$ cat config.mk
export PLATFORM = sky130hd
export DESIGN_NAME = lsu_pipe
export DESIGN_NICKNAME = d
export VERILOG_FILES = /design/src/rtl/lsu_pipe.sv
export SDC_FILE = /design/constraint.sdc
export NUM_CORES = 1
export LEC_CHECK = 0
export ABC_AREA = 1
export BUFFER_PORTS_ARGS = -buffer_cell sky130_fd_sc_hd__buf_4
export CORE_MARGIN = 2
export CORE_UTILIZATION = 40
export DETAILED_ROUTE_END_ITERATION = 6
export REMOVE_ABC_BUFFERS = 1
export SETUP_SLACK_MARGIN = 0.4
export SLEW_MARGIN = 15
export SYNTH_ARGS = -nofsm -noshare
export SYNTH_HDL_FRONTEND = slang
export SYNTH_SLANG_ARGS = --single-unit
$ cat constraint.sdc
create_clock -name clk_i -period 2.3 [get_ports clk_i]
set_clock_uncertainty 0.2 [all_clocks]
set_input_delay 0.23 -clock clk_i [delete_from_list [all_inputs] [get_ports clk_i]]
set_output_delay 0.23 -clock clk_i [all_outputs]
set_load 0.01 [all_outputs]
$ cat src/rtl/lsu_pipe.sv
// Load/store unit: one outstanding word-RAM transaction per accepted request,
// with lane alignment, sign/zero extension, misalign and timeout errors.
package imhotep_pkg;
  parameter int unsigned XLEN      = 32;
  parameter int unsigned RAM_WIDTH = 16;

  typedef enum logic [3:0] {
    LSU_NOP = 4'd0,
    LSU_LW  = 4'd1,
    LSU_LH  = 4'd2,
    LSU_LHU = 4'd3,
    LSU_LB  = 4'd4,
    LSU_LBU = 4'd5,
    LSU_SW  = 4'd6,
    LSU_SH  = 4'd7,
    LSU_SB  = 4'd8
  } op_lsu_e;
endpackage

module lsu_pipe
  import imhotep_pkg::*;
#(
  parameter int unsigned ADDR_W  = RAM_WIDTH,
  parameter int unsigned TIMEOUT = 16
) (
  input  logic                clk_i,
  input  logic                rst_ni,
  input  logic                req_valid_i,
  output logic                req_ready_o,
  input  op_lsu_e             op_i,
  input  logic [ADDR_W-1:0]   addr_i,
  input  logic [XLEN-1:0]     wdata_i,
  output logic                rsp_valid_o,
  output logic [XLEN-1:0]     rdata_o,
  output logic                err_o,
  output logic                mem_req_o,
  input  logic                mem_gnt_i,
  output logic                mem_we_o,
  output logic [XLEN/8-1:0]   mem_be_o,
  output logic [ADDR_W-1:0]   mem_addr_o,
  output logic [XLEN-1:0]     mem_wdata_o,
  input  logic                mem_rvalid_i,
  input  logic [XLEN-1:0]     mem_rdata_i,
  output logic                busy_o
);

  localparam int unsigned NBYTES = XLEN / 8;
  localparam int unsigned CNT_W  = $clog2(TIMEOUT);
  localparam logic [CNT_W-1:0] CNT_LAST = CNT_W'(TIMEOUT - 1);

  typedef enum logic [1:0] {S_IDLE, S_ISSUE, S_WAIT, S_RESP} state_e;

  state_e              state_q, state_d;
  op_lsu_e             op_q, op_d;
  logic [1:0]          off_q, off_d;
  logic [CNT_W-1:0]    cnt_q, cnt_d;
  logic                mem_req_q, mem_req_d;
  logic                mem_we_q, mem_we_d;
  logic [NBYTES-1:0]   mem_be_q, mem_be_d;
  logic [ADDR_W-1:0]   mem_addr_q, mem_addr_d;
  logic [XLEN-1:0]     mem_wdata_q, mem_wdata_d;
  logic                rsp_valid_q, rsp_valid_d;
  logic [XLEN-1:0]     rdata_q, rdata_d;
  logic                err_q, err_d;

  logic                is_ld, is_st, is_word, is_half, misaligned;
  logic [NBYTES-1:0]   lane_mask;
  logic [XLEN-1:0]     ld_shift, ld_ext;

  // Decode the incoming op into class, width, alignment and lane mask
  always_comb begin
    is_ld   = 1'b0;
    is_st   = 1'b0;
    is_word = 1'b0;
    is_half = 1'b0;
    case (op_i)
      LSU_LW:          begin is_ld = 1'b1; is_word = 1'b1; end
      LSU_LH, LSU_LHU: begin is_ld = 1'b1; is_half = 1'b1; end
      LSU_LB, LSU_LBU: begin is_ld = 1'b1; end
      LSU_SW:          begin is_st = 1'b1; is_word = 1'b1; end
      LSU_SH:          begin is_st = 1'b1; is_half = 1'b1; end
      LSU_SB:          begin is_st = 1'b1; end
      default:         ;
    endcase
    misaligned = (is_word && (addr_i[1:0] != 2'b00)) || (is_half && addr_i[0]);
    if (is_word)      lane_mask = '1;
    else if (is_half) lane_mask = NBYTES'(2'b11) << addr_i[1:0];
    else              lane_mask = NBYTES'(1'b1) << addr_i[1:0];
  end

  // Align the returned word to lane 0 and extend by load type
  always_comb begin
    ld_shift = mem_rdata_i >> {off_q, 3'b000};
    case (op_q)
      LSU_LB:  ld_ext = {{(XLEN-8){ld_shift[7]}}, ld_shift[7:0]};
      LSU_LBU: ld_ext = {{(XLEN-8){1'b0}}, ld_shift[7:0]};
      LSU_LH:  ld_ext = {{(XLEN-16){ld_shift[15]}}, ld_shift[15:0]};
      LSU_LHU: ld_ext = {{(XLEN-16){1'b0}}, ld_shift[15:0]};
      LSU_LW:  ld_ext = ld_shift;
      default: ld_ext = '0;
    endcase
  end

  // Next-state and registered-output logic for the transaction FSM
  always_comb begin
    state_d     = state_q;
    op_d        = op_q;
    off_d       = off_q;
    cnt_d       = cnt_q;
    mem_we_d    = mem_we_q;
    mem_be_d    = mem_be_q;
    mem_addr_d  = mem_addr_q;
    mem_wdata_d = mem_wdata_q;
    rdata_d     = rdata_q;
    err_d       = err_q;

    case (state_q)
      S_IDLE: begin
        if (req_valid_i) begin
          op_d  = op_i;
          off_d = addr_i[1:0];
          cnt_d = '0;
          if (op_i == LSU_NOP) begin
            state_d = S_RESP;
            err_d   = 1'b0;
            rdata_d = '0;
          end else if (!(is_ld || is_st) || misaligned) begin
            state_d = S_RESP;
            err_d   = 1'b1;
            rdata_d = '0;
          end else begin
            state_d     = S_ISSUE;
            mem_addr_d  = {addr_i[ADDR_W-1:2], 2'b00};
            mem_we_d    = is_st;
            mem_be_d    = lane_mask;
            mem_wdata_d = is_st ? (wdata_i << {addr_i[1:0], 3'b000}) : '0;
          end
        end
      end
      S_ISSUE: begin
        if (cnt_q != CNT_LAST) cnt_d = cnt_q + CNT_W'(1);
        if (mem_gnt_i) begin
          state_d = S_WAIT;
        end else if (cnt_q == CNT_LAST) begin
          state_d = S_RESP;
          err_d   = 1'b1;
          rdata_d = '0;
        end
      end
      S_WAIT: begin
        // Counter saturates so a grant on the last cycle still times out
        // one cycle later if no response follows.
        if (cnt_q != CNT_LAST) cnt_d = cnt_q + CNT_W'(1);
        if (mem_rvalid_i) begin
          state_d = S_RESP;
          err_d   = 1'b0;
          rdata_d = ld_ext;
        end else if (cnt_q == CNT_LAST) begin
          state_d = S_RESP;
          err_d   = 1'b1;
          rdata_d = '0;
        end
      end
      S_RESP: state_d = S_IDLE;
      default: state_d = S_IDLE;
    endcase

    mem_req_d   = (state_d == S_ISSUE);
    rsp_valid_d = (state_d == S_RESP);
  end

  // State and output registers, cleared asynchronously
  always_ff @(posedge clk_i or negedge rst_ni) begin
    if (!rst_ni) begin
      state_q     <= S_IDLE;
      op_q        <= LSU_NOP;
      off_q       <= '0;
      cnt_q       <= '0;
      mem_req_q   <= 1'b0;
      mem_we_q    <= 1'b0;
      mem_be_q    <= '0;
      mem_addr_q  <= '0;
      mem_wdata_q <= '0;
      rsp_valid_q <= 1'b0;
      rdata_q     <= '0;
      err_q       <= 1'b0;
    end else begin
      state_q     <= state_d;
      op_q        <= op_d;
      off_q       <= off_d;
      cnt_q       <= cnt_d;
      mem_req_q   <= mem_req_d;
      mem_we_q    <= mem_we_d;
      mem_be_q    <= mem_be_d;
      mem_addr_q  <= mem_addr_d;
      mem_wdata_q <= mem_wdata_d;
      rsp_valid_q <= rsp_valid_d;
      rdata_q     <= rdata_d;
      err_q       <= err_d;
    end
  end

  assign req_ready_o = rst_ni && (state_q == S_IDLE);
  assign busy_o      = (state_q != S_IDLE);
  assign mem_req_o   = mem_req_q;
  assign mem_we_o    = mem_we_q;
  assign mem_be_o    = mem_be_q;
  assign mem_addr_o  = mem_addr_q;
  assign mem_wdata_o = mem_wdata_q;
  assign rsp_valid_o = rsp_valid_q;
  assign rdata_o     = rdata_q;
  assign err_o       = err_q;

endmodule

* After elaboration in Yosys (flattened, before gate mapping)
Index checks and enable logic that the tools add are counted.
** Word-level totals
- Flip-flop bits (word level) :: 98
- Input port bits :: 89
- Output and inout bits :: 90
- Logic and storage cells :: 97
** Cells by class
- $add $sub $neg :: 1
- Eq/ne operators :: 24
- Shift-type cells :: 4
- Multiplexer cells :: 32
- Bitwise gates (word level) :: 2
- Reductions and logical operators :: 22
** Operator list (count)
- two-way mux 32 bit :: 7
- case mux 32 bit (5 select lines) :: 1
- case mux 32 bit (3 select lines) :: 1
- left shift 32 x 5 -> 32 bit :: 1
- >> shifter 32 x 5 -> 32 bit :: 1
- equality test 4 x 3 -> 1 bit, second input constant :: 6
- equality test 4 x 2 -> 1 bit, second input constant :: 4
- two-way mux 4 bit :: 4
- two-way mux 2 bit :: 6
- two-way mux 1 bit :: 10
- equality test 4 x 1 -> 1 bit, second input constant :: 2
- equality test 4 bit, second input constant :: 2
- case mux 2 bit (4 select lines) :: 1
- case mux 4 bit (2 select lines) :: 1
- AND reduction 4 bit :: 2
- equality test 2 bit, second input constant :: 3
- nonzero test 2 bit :: 3
- OR reduction 3 bit :: 2
- OR reduction 5 bit :: 1
- adder 4 x 1 -> 4 bit, second input constant :: 1
- equality test 2 x 1 -> 1 bit, second input constant :: 2
- logical NOT 4 bit :: 1
- inequality test 2 bit, second input constant :: 2
- inequality test 4 bit, second input constant :: 1
- 14 further kinds :: 20

* Depth between registers and ports, before layout
- Depth in word-level cells :: 11
- Gate-level depth with buffers :: 12
- Gate-level depth less buffers :: 11

* Worst setup path before layout
OpenSTA, ideal clock, no wires.
- Kind :: register to register
- From :: reg state_q[0]
- To :: reg rdata_q[10], in the netlist rdata_o[10]
- Library setup time :: 0.130 ns
- Arrival time :: 1.565 ns
- Data required time :: 1.970 ns
- Path slack :: 0.405 ns
- Cell stages (with the launch flop) :: 10
- Buffers on the path :: 1
- Clock period less this slack :: 1.895 ns
- Path through :: dfrtp_1 inv_1 ha_1 inv_2 nor2_1 a211oi_2 nand2_4 buf_2 nand2_1 o21ai_0
** Between the ends
- Word-level cells in the longest chain between the ends :: 3
- Elaborated cells on any way between the ends :: 9
- Classes of those cells :: eq/ne (5); mux (1); reduce/logical (3)
** Ends and longest elaborated chain
- start: declaration :: RTL line 53 : state_e state_q, state_d;
- start signal: assignment :: RTL line 188 : state_q <= state_d;
- equality test 2 x 1 -> 1 bit, or another cell as far along :: RTL line 117 : case (state_q)
- inequality test 2 bit (no source line), or another cell as far along
- AND reduction 4 bit (no source line)
- end signal: assignment :: RTL line 198 : rdata_q <= rdata_d;
- end: declaration :: RTL line 63 : logic [XLEN-1:0] rdata_q, rdata_d;
Several ways; a longest one is shown, not always the timed one.
A chain may end at the register's enable or synchronous reset.

* Worst setup path after layout
- From :: reg state_q[1]
- To :: reg rdata_q[25], in the netlist rdata_o[25]
Same word-level chain as after synthesis.

==> results by group <==
Outcome
  – Result of the run: finished, final reports clean

Routing
  – DRC violations left: 0
  – Final WL: between 15 and 20 mm
  – Via total after detailed routing: ~5900
  – Via count normalized by instance count: 4.90
  – TritonRoute pass-1 iters: 5
  – Routed length per instance: between 10 and 15 µm
  – Starting DRT DRC Count: 396
  – Detail Route Antenna Nets: 0

Global route
  – First-pass GRT wire length: 28.4 mm
  – Via count of the first global-routing pass: 5621
  – Maximum number of pins on one net before global-route repair: 99
  – Global route total overflow: 0
  – Total GRT Usage: 0.224
  – Initial antenna violation count: 0

STA
  – Time the final worst path needs with I/O delays and setup: 1850 ps
  – Number of hold violations in the final report: 0
  – Setup repair after global routing missed its margin: true
  – Worst slew slack as a fraction of its limit: 0.623
  – Finish-stage setup viols: 0
  – Final setup margin: about 450 ps
  – Final Max Tran Viols: 0
  – Fmax achieved: 542 MHz
  – Measured slew at the worst slew-check pin: 565 ps
  – Final Cycle Share: 0.802

Floorplan
  – Top-level I/O count: roughly 180
  – Floorplan Core Area: 0.0144 mm²
  – Die Y: 125 µm
  – Starting density of the core: 0.405
  – Die Footprint: 0.0156 mm²
  – Die boundary width: 125 µm
  – FP Rows: 44

Finish
  – Net count of the finished layout: 1100
  – Reg area: 0.00245 mm²
  – Layout cells sized above 1: 0.288
  – Count of fill cells added during filler insertion: 1381
  – Final Core Density: 0.563
  – Layout Area Growth over Synthesis: 38.7%
  – Total area of multi-input combinational cells: 0.00302 mm²
  – Ant. Diodes: 0

Clock network
  – Clock latency at the later pin of the worst-skew pair: 350 ps
  – Number of buffers created by CTS: 9
  – TritonCTS sink count: 98
  – Count of H-tree levels built during CTS: 3
  – Buffers from clock root to sink, at most: 2
  – Clock-pin slew on the worst setup and hold paths: ~70 ps
  – TritonCTS clock tree: done
  – Root buffer cell: sky130_fd_sc_hd__clkbuf_16

Pwr
  – Worst VDD drop: roughly 0.60 mV
  – Pwr dens: between 1000 and 1500 mW/mm²
  – LEAKAGE: 4.37 nW

Setup path
  – Critical path startpoint category: register
  – Critical Path Sink Type: register
  – Worst Path Max Fanout: 22
  – Data arrival, critical path: between 1500 and 2000 ps
  – Required @ worst endpoint: 2400 ps
  – Critical path type: register to register

Placement
  – Minimum setup slack after placement: 70.0 ps
  – Final HPWL DP: 12.0 mm
  – Count of buffers inserted at the top-level ports: around 180
  – Routability congestion estimate: 0.820

Run
  – Maxcap violations: 0

Logic synthesis
  – Fraction of synthesized cell area taken by the top area cell type: 0.419
  – Proportion of synthesized flip-flops having asynchronous set or reset: 1.00
  – Part of the Yosys area used for sequential elements: 0.419
  – Netlist Area Pre-Place: 0.00585 mm²
  – Library cell with the highest instance count after synthesis: sky130_fd_sc_hd__nand2_1
  – Commonest cells in the netlist: 378 x sky130_fd_sc_hd__nand2_1, 98 x sky130_fd_sc_hd__dfrtp_1, 62 x sky130_fd_sc_hd__nand3_1, 62 x sky130_fd_sc_hd__o21ai_0, 35 x sky130_fd_sc_hd__inv_1
  – Mapped Cells: 804
  – Flip-flop and latch count after synthesis: 98
  – Cell taking the most area after synthesis: sky130_fd_sc_hd__dfrtp_1
  – Distinct cell type count of the synthesized netlist: 39
  – Commonest register cell after synthesis: sky130_fd_sc_hd__dfrtp_1
  – Number of enable flip-flop cells after synthesis: 0
  – Avg Inst Size Synth: 7.27 µm²
  – Main area contributors after synthesis: sky130_fd_sc_hd__dfrtp_1 42%, sky130_fd_sc_hd__nand2_1 24%, sky130_fd_sc_hd__nand3_1 5.3%
  – Count of synthesis-stage warnings from yosys: 0

Hold path
  – Path class of the lowest-slack min-delay path: primary input to register
[routing by layer]
layer  up-vias  share of wire  GRT usage
met3        14          0.092     0.0709
li1       2965              -          -
met4         0          0.011     0.0614
met1      2676           0.44      0.299
met5         -              0          0
met2       196           0.45      0.355
[power breakdown]
part,switching [mW],total (mW),internal [mW]
clock,0.728,1.69,0.966
sequential,0.373,2.62,2.25
combinational,2.56,4.51,1.95
total,3.66,8.82,5.16
[cells by family (layout without fill, tap and decap cells)]
group / Yosys count / count (layout) / synth area share
and+or+nand+nor: 479 / 479 / 0.343
AOI/OAI and AO/OA: 128 / 128 / 0.138
DFF: 98 / 98 / 0.419
buffers and inverters: 86 / 290 / 0.0753
adders and majority gates: 7 / 7 / 0.0150
muxes: 4 / 4 / 0.00685
other: 1 / 2 / 0.000641
xor gates and xnor gates: 1 / 1 / 0.00150
[stage by stage]
| stage | cell area, µm² | power [mW] | instances | hold slack (ps) | TNS (ps) |
|---|---|---|---|---|---|
| floorplan | 5570 | 4.87 | 761 | -266 | -1540 |
| global placement | 7350 | 6.75 | 1145 | 207 | 0 |
| detailed placement | 7350 | 6.78 | 1145 | 204 | 0 |
| CTS | 8040 | 8.74 | 1192 | 1.91 | 0 |
| global route | 8110 | 9.51 | 1193 | 23.1 | 0 |
| finish | 8110 | 8.82 | 1193 | 1.54 | 0 |
[flip-flops by register name (all words and copies together), names as in the netlist, 2 cells and up]
| register | cells |
|---|---|
| op_q | 4 |
| mem_be_o | 4 |
| mem_wdata_o | 32 |
| cnt_q | 4 |
| mem_addr_o | 14 |
| rdata_o | 32 |
| state_q | 2 |
| off_q | 2 |
[worst paths after layout]
path | from | endpoint | slack (ps) | cells after the start
min | op_i[2] | op_q[2] | 2 | 3
max reg2reg | state_q[1] | rdata_o[25] | 450 | 11
max in group asynchronous | rst_ni | rdata_o[26] | 1140 | 3
min in group asynchronous | rst_ni | rdata_o[4] | 300 | 3
max | state_q[1] | rdata_o[25] | 450 | 11
min reg2reg | mem_addr_o[10] | mem_addr_o[10] | 270 | 2
[placed cells by master, fill, tap and decap left out, types with 4 or more instances in the layout]
master / n
sky130_fd_sc_hd__nor2_4: 4
sky130_fd_sc_hd__a31oi_1: 6
sky130_fd_sc_hd__buf_12: 6
sky130_fd_sc_hd__a21oi_1: 6
sky130_fd_sc_hd__o21ai_1: 12
sky130_fd_sc_hd__ha_1: 4
sky130_fd_sc_hd__nor2_1: 14
sky130_fd_sc_hd__clkbuf_16: 9
sky130_fd_sc_hd__nand2_1: 377
sky130_fd_sc_hd__buf_4: 196
sky130_fd_sc_hd__nand3_1: 60
sky130_fd_sc_hd__or2_2: 7
sky130_fd_sc_hd__inv_2: 7
sky130_fd_sc_hd__dlygate4sd3_1: 26
sky130_fd_sc_hd__o22ai_1: 4
sky130_fd_sc_hd__o21ai_2: 30
sky130_fd_sc_hd__inv_1: 32
sky130_fd_sc_hd__a21boi_1: 6
sky130_fd_sc_hd__mux2i_1: 4
sky130_fd_sc_hd__o21ai_0: 54
sky130_fd_sc_hd__dfrtp_1: 98
[worst max-delay path, cell delays in order (launching register included)]
cell	delay [ps]
sky130_fd_sc_hd__dfrtp_1	410
sky130_fd_sc_hd__inv_2	90
sky130_fd_sc_hd__ha_4	190
sky130_fd_sc_hd__inv_2	60
sky130_fd_sc_hd__nor2_2	40
sky130_fd_sc_hd__a211oi_2	180
sky130_fd_sc_hd__buf_4	160
sky130_fd_sc_hd__nand2_4	70
sky130_fd_sc_hd__nor2_4	100
sky130_fd_sc_hd__buf_12	160
sky130_fd_sc_hd__nand2_1	70
sky130_fd_sc_hd__nand2_1	50
[cell type report]
type / instances / area share
Timing Repair Buffer: 232 / 0.236
Multi-Input combinational cell: 621 / 0.372
Sequential cell: 98 / 0.302
Tap cell: 184 / 0.0284
Clock inverter: 7 / 0.0125
Clock buffer: 9 / 0.0278
Inverter: 42 / 0.0204
[repair_timing]
| item | 4_1_cts | 5_1_grt |
|---|---|---|
| endpoints found under the hold margin | 123 | 0 |
| pin swaps | 3 | 5 |
| endpoints found under the setup margin | 86 | 58 |
| hold buffers | 26 | 0 |
| cloned | 1 | 0 |
| gates resized for setup | 12 | 30 |
| setup buffers | 4 | 1 |
Power figures use the tool's default switching activity.
